[src/rtl/sti_dac_mb.sv]
// Serial-transmit and data-arrange block: serialises framed parallel words, then packs the
// bit stream into pixels written in checkerboard order across odd/even memory bank pairs.
module sti_dac_mb #(
   parameter int IN_W    = 16,
   parameter int PIX_W   = 8,
   parameter int BANKS   = 4,
   parameter int ADDR_W  = 5,
   parameter int ROW_PIX = 8
) (
   input  logic              clk,
   input  logic              reset,
   input  logic              load,
   input  logic [IN_W-1:0]   pi_data,
   input  logic [1:0]        pi_length,
   input  logic              pi_fill,
   input  logic              pi_msb,
   input  logic              pi_low,
   input  logic              pi_end,
   output logic              busy,
   output logic              so_data,
   output logic              so_valid,
   output logic              oem_finish,
   output logic [PIX_W-1:0]  oem_dataout,
   output logic [ADDR_W-1:0] oem_addr,
   output logic [BANKS-1:0]  odd_wr,
   output logic [BANKS-1:0]  even_wr
);
   localparam int FW    = 2 * IN_W;
   localparam int HW    = IN_W / 2;
   localparam int LW    = $clog2(FW) + 1;
   localparam int TOTAL = BANKS * 2 * (2 ** ADDR_W);
   localparam int PC_W  = $clog2(TOTAL) + 1;
   localparam int PB_W  = (PIX_W > 1) ? $clog2(PIX_W) : 1;
   localparam int RB    = $clog2(ROW_PIX);

   typedef enum logic [1:0] {IDLE, SHIFT, FLUSH, DONE} state_t;

   state_t            state;
   logic [FW-1:0]     sreg;
   logic [LW-1:0]     len_r;
   logic [LW-1:0]     bcnt;
   logic              msb_r;
   logic              end_r;
   logic [PIX_W-1:0]  pix_sh;
   logic [PB_W-1:0]   pbit;
   logic [PC_W-1:0]   pcnt;

   logic [LW-1:0]     len;
   logic [FW-1:0]     frame;
   logic [FW-1:0]     frame_al;
   logic              first_bit;
   logic              at_total;
   logic              bit_in;
   logic              shift_en;
   logic              pix_done;
   logic              zero_pix;
   logic              wr_go;
   logic              parity;
   logic [PIX_W-1:0]  wr_pix;
   logic [BANKS-1:0]  bank_sel;

   // Frame is built right-aligned; for MSB-first it is left-aligned so both orders shift from an end.
   always_comb begin
      len   = LW'((int'(pi_length) + 1) * HW);
      frame = '0;
      case (pi_length)
         2'd0:    frame[HW-1:0] = pi_low ? pi_data[IN_W-1:HW] : pi_data[HW-1:0];
         2'd1:    frame[IN_W-1:0] = pi_data;
         default: frame = pi_fill ? (FW'(pi_data) << (len - LW'(IN_W))) : FW'(pi_data);
      endcase
      frame_al  = pi_msb ? (frame << (LW'(FW) - len)) : frame;
      first_bit = pi_msb ? frame_al[FW-1] : frame_al[0];
   end

   always_comb begin
      at_total = (pcnt == PC_W'(TOTAL));
      bit_in   = so_valid & so_data;
      shift_en = so_valid | ((state == FLUSH) && (pbit != '0));
      pix_done = shift_en && (pbit == PB_W'(PIX_W - 1));
      zero_pix = (state == FLUSH) && !so_valid && (pbit == '0);
      wr_go    = (pix_done | zero_pix) & !at_total;
      wr_pix   = zero_pix ? '0 : {pix_sh[PIX_W-2:0], bit_in};
      // Checkerboard: (row + col) parity reduces to one row bit xor one column bit.
      parity   = pcnt[RB] ^ pcnt[0];
      bank_sel = BANKS'(1) << (pcnt >> (ADDR_W + 1));
   end

   always_ff @(posedge clk) begin
      if (reset) begin
         state       <= IDLE;
         busy        <= 1'b0;
         so_data     <= 1'b0;
         so_valid    <= 1'b0;
         oem_finish  <= 1'b0;
         oem_dataout <= '0;
         oem_addr    <= '0;
         odd_wr      <= '0;
         even_wr     <= '0;
         pcnt        <= '0;
         bcnt        <= '0;
         pbit        <= '0;
         pix_sh      <= '0;
      end else begin
         odd_wr  <= '0;
         even_wr <= '0;
         if (wr_go) begin
            oem_dataout <= wr_pix;
            oem_addr    <= pcnt[ADDR_W:1];
            if (!parity) odd_wr  <= bank_sel;
            else         even_wr <= bank_sel;
            pcnt <= pcnt + 1'b1;
         end
         if (shift_en) begin
            pix_sh <= {pix_sh[PIX_W-2:0], bit_in};
            pbit   <= pix_done ? '0 : pbit + 1'b1;
         end
         // The serialiser keeps running in DONE so a word cut short by a full image still completes.
         if (so_valid) begin
            if (bcnt == len_r) begin
               so_valid <= 1'b0;
               so_data  <= 1'b0;
            end else begin
               so_data <= msb_r ? sreg[FW-1] : sreg[0];
               sreg    <= msb_r ? (sreg << 1) : (sreg >> 1);
               bcnt    <= bcnt + 1'b1;
            end
         end
         case (state)
            IDLE: begin
               if (at_total) begin
                  state      <= DONE;
                  oem_finish <= 1'b1;
               end else if (load) begin
                  sreg     <= pi_msb ? (frame_al << 1) : (frame_al >> 1);
                  so_data  <= first_bit;
                  so_valid <= 1'b1;
                  busy     <= 1'b1;
                  len_r    <= len;
                  bcnt     <= LW'(1);
                  msb_r    <= pi_msb;
                  end_r    <= pi_end;
                  state    <= SHIFT;
               end
            end
            SHIFT: begin
               if (at_total) begin
                  state      <= DONE;
                  oem_finish <= 1'b1;
                  busy       <= (bcnt != len_r);
               end else if (bcnt == len_r) begin
                  state <= end_r ? FLUSH : IDLE;
                  busy  <= end_r;
               end
            end
            FLUSH: begin
               if (at_total) begin
                  state      <= DONE;
                  oem_finish <= 1'b1;
                  busy       <= 1'b0;
               end
            end
            DONE: begin
               if (so_valid && (bcnt == len_r)) busy <= 1'b0;
            end
            default: state <= IDLE;
         endcase
      end
   end
endmodule
[config.mk]
export PLATFORM = sky130hd
export DESIGN_NAME = sti_dac_mb
export DESIGN_NICKNAME = d
export VERILOG_FILES = /design/src/rtl/sti_dac_mb.sv
export SDC_FILE = /design/constraint.sdc
export NUM_CORES = 1
export LEC_CHECK = 0
export ABC_AREA = 1
export CAP_MARGIN = 20
export CORE_MARGIN = 10
export CORE_UTILIZATION = 60
export DETAILED_ROUTE_END_ITERATION = 6
export GPL_ROUTABILITY_DRIVEN = 0
export HOLD_SLACK_MARGIN = 0.05
export PLACE_DENSITY_LB_ADDON = 0.1
export SYNTH_ARGS = -nofsm -noshare
export SYNTH_HDL_FRONTEND = slang
export SYNTH_SLANG_ARGS = --single-unit
[constraint.sdc]
create_clock -name clk -period 6.6 [get_ports clk]
set_input_delay 1.65 -clock clk [delete_from_list [all_inputs] [get_ports clk]]
set_output_delay 1.65 -clock clk [all_outputs]
set_load 0.005 [all_outputs]
Word level (Yosys, flattened, before mapping). Index checks and enable logic that the tools add are counted. W data, S select, Z words.

Add/sub/neg operators: 6. Eq/ne operators: 14. Shift operators: 3. Muxes and demuxes: 46. Bitwise logic cells: 9. Reduce and logical (&&, ||, !) cells: 20.

Operator list (count): $mux W32 (9); $pmux W8 S2 (2); $shl A16 B6 Y32 (1); $shl A32 B6 Y32 (1); $mux W6 (5); $mux W1 (18); $mux W16 (1); $mux W8 (2); $mux W2 (6); $add A9 B1 Y9 const B (1); $eq A9 B9 Y1 const B (1); $reduce_or A3 Y1 (3); $ne A2 B2 Y1 const B (4); $reduce_and A4 Y1 (2); $add A6 B1 Y6 const B (1); $eq A6 B6 Y1 (1); $ne A3 B3 Y1 const B (2); $ne A6 B6 Y1 (1); $pmux W2 S3 (1); $reduce_bool A3 Y1 (2); $sub A6 B5 Y6 const B (1); $sub A6 B6 Y6 const A (1); $logic_and A1 B1 Y1 (5); $reduce_and A5 Y1 (1); 17 further kinds (26).

Register bits: 89. Input bits: 25. Output and inout bits: 25. Logic and storage cells: 115.

Logic depth before layout (Yosys ltp).
Depth after elaboration: 11. Mapped depth: 14. Depth with buffers taken out: 13.

Worst setup path after synthesis. OpenSTA, ideal clock, no wires.

Path type: in2reg. From: input port reset. To: register sreg[0] (enable). Library setup time: 409 ps. Arrival time: 3267 ps. Data required time: 6191 ps. Slack: 2924 ps. Stages on the path: 4. Path buffers: 3. Cell sequence: clkbuf_1 > inv_1 > clkbuf_1 > buf_1.

RTL lines: start: declaration (line 11) `input logic reset,`; end signal: assignment (line 124) `sreg <= msb_r ? (sreg << 1) : (sreg >> 1);`; end signal: assignment (line 134) `sreg <= pi_msb ? (frame_al << 1) : (frame_al >> 1);`; end: declaration (line 39) `logic [FW-1:0] sreg;`.

No word-level cell between the ends.

Worst setup path after layout.
From: input port pi_length[0]. To: register sreg[11], data pin.

Word-level cells in the longest chain between the ends: 11. Elaborated cells between the ends (all ways): 17. Classes of those cells: 3 x add/sub; 1 x eq/ne; 2 x shift; 9 x mux; 2 x reduce/logical.

Ends and longest elaborated chain: start: declaration (line 14) `input logic [1:0] pi_length,`; $add A2 B1 Y3 * (line 64) `len = LW'((int'(pi_length) + 1) * HW);`; named net len[4] (line 48) `logic [LW-1:0] len;`; $sub A6 B5 Y6 (line 69) `default: frame = pi_fill ? (FW'(pi_data) << (len - LW'(IN_W))) : FW'(pi_data);`; $shl A16 B6 Y32 (line 69); $mux W32 (line 69); $pmux W8 S2 or $mux W16 (tied branches) (line 66) `case (pi_length)`; $shl A32 B6 Y32 (line 71) `frame_al = pi_msb ? (frame << (LW'(FW) - len)) : frame;`; $mux W32 * (line 71); $mux W32 * (line 134); $mux W32 * (line 133) `end else if (load) begin`; $mux W32 * (line 130) `if (at_total) begin`; $mux W32 * (line 128) `case (state)`.

Mark *: on every way through the listed nets, which the timed path passes. The rest lies on a longest branch. A chain may end at the register's enable or synchronous reset.

==> results.md <==
* Synth area leader: nand2_1
* First-pass GRT wire length at 26.84 mm
* Die area at 0.01480 mm^2
* Rel. slew slack at 43.45%
* CTS tree: yes
* CP Cell Sequence: clkdlybuf4s50_1, buf_4, inv_2, ha_1, inv_2, nor2_4, nor2_2, nor4_4, nand2_1, o211ai_1
* Post-route ant nets at 0
* Area of the multi-input gates at about 0.0034 mm^2
* Register Area at 0.002152 mm^2
* Insertion delay of the later-clocked pin in the worst-skew pair at 0.38 ns
* FF-to-FF setup slack at 3.93 ns
* Number of synthesized flops with an enable pin at 37
* Syn_nets at 1014
* Initial antenna violation count at 0
* Avg Cell Area, Syn at 6.366 um^2
* Placed cell area at 0.006678 mm^2
* Cell area after synthesis at 0.006201 mm^2
* Combinational power share at 40.3%
* YS warnings at 0
* Post-layout nets at 1036
* Core area at 0.01018 mm^2
* CP max FO at 33
* Post-route DRC at 3
* Worst min-delay path startpoint: oem_dataout[6]$_SDFFE_PP0N_
* Post-synthesis sequential area ratio at 34.71%
* Synth top area share at 18.95%
* Pwr Density at between 200 and 300 mW/mm^2
* CTS Root Cell: clkbuf_8
* Post-Synthesis Cells at ~970
* Clock transition at the registers of the reported paths at 0.10 ns
* R2r worst-path depth at 7
* Part of the power in registers at 41.3%
* Initial core utilization at 60.88%
* Hold endpoint: oem_dataout[6]$_SDFFE_PP0N_
* Final-report max-slew violation count at 0
* Worst Hold Class: reg2reg
* Start of the worst register-to-register path: pcnt[0]$_SDFFE_PP0N_
* Number of global-route vias before repair at 5527
* # fillers at 981
* Fin. Hold Viols at 0
* Total number of vias at 6233
* Largest net degree at the start of global routing at 61
* Post CTS Setup Buffer Count at 0
* Status: finished, violations left
* Vias per cell at about 5.5
* CP most frequent cell: inv_2
* Die Wd at 121.7 um
* Pre-antenna DRT Iters at 7
* Seq cells post-synth at 89
* Tcrit/Tclk final at 66.00%
* # hold bufs at CTS at 0
* # rows at 37
* Grt ovf at 0
* Critical Path Source: pi_length[0]
* Cell variety after synth at 38
* Initial DRC Count at 714
* Total Routed Length at approximately 17 mm
* Pleak at 3.137 nW
* Layout Cells excl Fill at 1137
* Final setup viols at 0
* Sw Share at 41.18%
* Final hold slack at 0.4764 ns
* Hold Path Cell Cnt at 2
* Worst r2r dst: len_r[4]$_DFFE_PP_
* IO Port Bufs at 49
* Area Growth Syn to Fin at 10.98%
* I/O pin count at 50
* Detailed placement HPWL at 12.10 mm
* H-tree depth at 3
* Peak supply drop at 173.3 uV
* Final Instance Area at 0.006882 mm^2
* Failing checks: design-rule violations
* Ranking of synthesized cells by area: nand2_1 (19%), edfxtp_1 (18%), dfxtp_1 (17%)
* Top FF cell, synth: dfxtp_1
* Kind of critical path: in2reg
* Startpoint Class: input port
* Setup tns final at 0 ns
* Fin crit period at 4.356 ns
* Worst EP required at 6.81 ns
* Max-cap viol count at 0
* CP endpoint kind: register
* RSZ-0062 raised after global routing: no
* Post-Route Skew at around 0.017 ns
* GRT Total Usage at 22.24%
* Share of layout cells above drive strength 1 at 5.095%
* Total CTS buffers at 9
* Slowest stage delay, CP at 0.46 ns
* Tot Pwr at 1.967 mW
* Arrival time worst endpoint at 4.57 ns
* Slew @ Worst Pin at roughly 0.85 ns
* CTS sink cnt at just under 90
* Internal at 1.157 mW
* Maximum clock frequency at approximately 230 MHz
* Ant. Diodes at 0
* WL/cell at 14.57 um
* Clock share of power at 18.4%
* Post_cts resized at 0
* Psw at about 0.81 mW
* Die Ht at 121.7 um
* CTS max path bufs at 2
* Async set or reset register ratio after synthesis at 0%
* Placed cells at approximately 1100
* Slowest cell on crit path: ha_1
[cell usage in the layout, fill, tap and decap left out, types with 3 or more instances in the layout]
cell / Yosys / final
inv_4: 1 / 3
nor2_1: 117 / 117
nand4_1: 5 / 5
nor2_4: 3 / 3
a21oi_1: 67 / 67
inv_1: 94 / 93
nand2_1: 313 / 313
a211oi_1: 5 / 5
nand3_1: 95 / 95
clkbuf_8: 0 / 9
o211ai_1: 7 / 7
xor2_1: 6 / 6
ha_1: 15 / 15
inv_2: 10 / 11
o21ai_0: 77 / 77
clkdlybuf4s50_1: 0 / 49
buf_4: 5 / 3
nand2_2: 6 / 6
dfxtp_1: 52 / 52
edfxtp_1: 37 / 37
inv_6: 0 / 3
[synthesized netlist by cell type (2+ instances only)]
cell and n:
a21oi_2 2, dfxtp_1 52, clkinv_1 2, o21ai_0 77
a211oi_1 5, nor2_1 117, o211ai_1 7, nand2_1 313
nor2_8 2, clkbuf_1 16, buf_4 5, a21oi_1 67
nand3_1 95, nor2_2 2, xor2_1 6, nand2_2 6
nor2_4 3, nor3_1 2, inv_1 94, edfxtp_1 37
o21ai_1 2, buf_1 2, nand4_1 5, inv_2 10
ha_1 15, buf_2 18
[worst max-delay path, delay by kind of cell]
family / cells / cell delay (ns)
AND/OR/NAND/NOR: 4 / 1.28
AO/OA/AOI/OAI: 1 / 0.09
buffers and inverters: 4 / 1.08
adder cells (fa/ha/maj): 1 / 0.46
[state kept, by name, summed over array words and instances, names as in the netlist, 4 cells and up]
register / count
oem_dataout: 8
odd_wr: 4
oem_addr: 5
sreg: 32
even_wr: 4
bcnt: 6
pcnt: 9
pix_sh: 7
[per-layer routing]
| layer | global-route usage (%) | share of wire (%) |
|---|---|---|
| met4 | 8.048 | 3.0 |
| met3 | 4.764 | 8.9 |
| met5 | 0 | 0 |
| met1 | 30.53 | 45 |
| met2 | 33.73 | 44 |
[cell families (layout without fill, tap and decap cells)]
family                     Yosys count  in the layout  share of synthesized area (%)
AOI/OAI and AO/OA                  161            161                          13.62
xor gates and xnor gates             7              7                         0.9887
adders and majority gates           15             15                          3.027
buffers and inverters              149            176                          9.847
DFF                                 89             89                          34.71
muxes                                1              1                         0.1614
and+or+nand+nor                    552            552                          37.65
[cell type report]
cell class	instances	area share, %
well taps	136	2.473
flip-flops and latches	89	31.27
clock inverters	7	0.8727
repair buffers	53	7.745
inverters	107	5.873
multi-input cells	736	49.96
clock buffers	9	1.800
[metrics by stage]
stage	utilization (%)	setup slack, ns
after floorplan	-	2.924
after global placement	65.57	1.966
after detailed placement	65.57	1.937
after CTS	67.37	2.307
after global routing	67.57	2.048
final	67.57	2.244
[worst max path at each step]
stage                         end  depth (start not counted)
3_3_place_gp   sreg[11]$_DFFE_PN_                         10
2_1_floorplan   sreg[0]$_DFFE_PN_                          4
4_1_cts        sreg[11]$_DFFE_PN_                         10
6_report       sreg[11]$_DFFE_PN_                         10
3_5_place_dp   sreg[11]$_DFFE_PN_                         10
5_1_grt        sreg[11]$_DFFE_PN_                         10
[power by group through the flow]
| stage | logic (mW) | registers (mW) | clock network [mW] |
|---|---|---|---|
| after detailed placement | 0.780 | 0.823 | 0 |
| after global placement | 0.770 | 0.820 | 0 |
| final | 0.792 | 0.812 | 0.363 |
| after CTS | 0.785 | 0.812 | 0.368 |
| after floorplan | 0.602 | 0.797 | 0 |
| after global routing | 0.904 | 0.828 | 0.395 |
(Power assumes the default switching activity.)
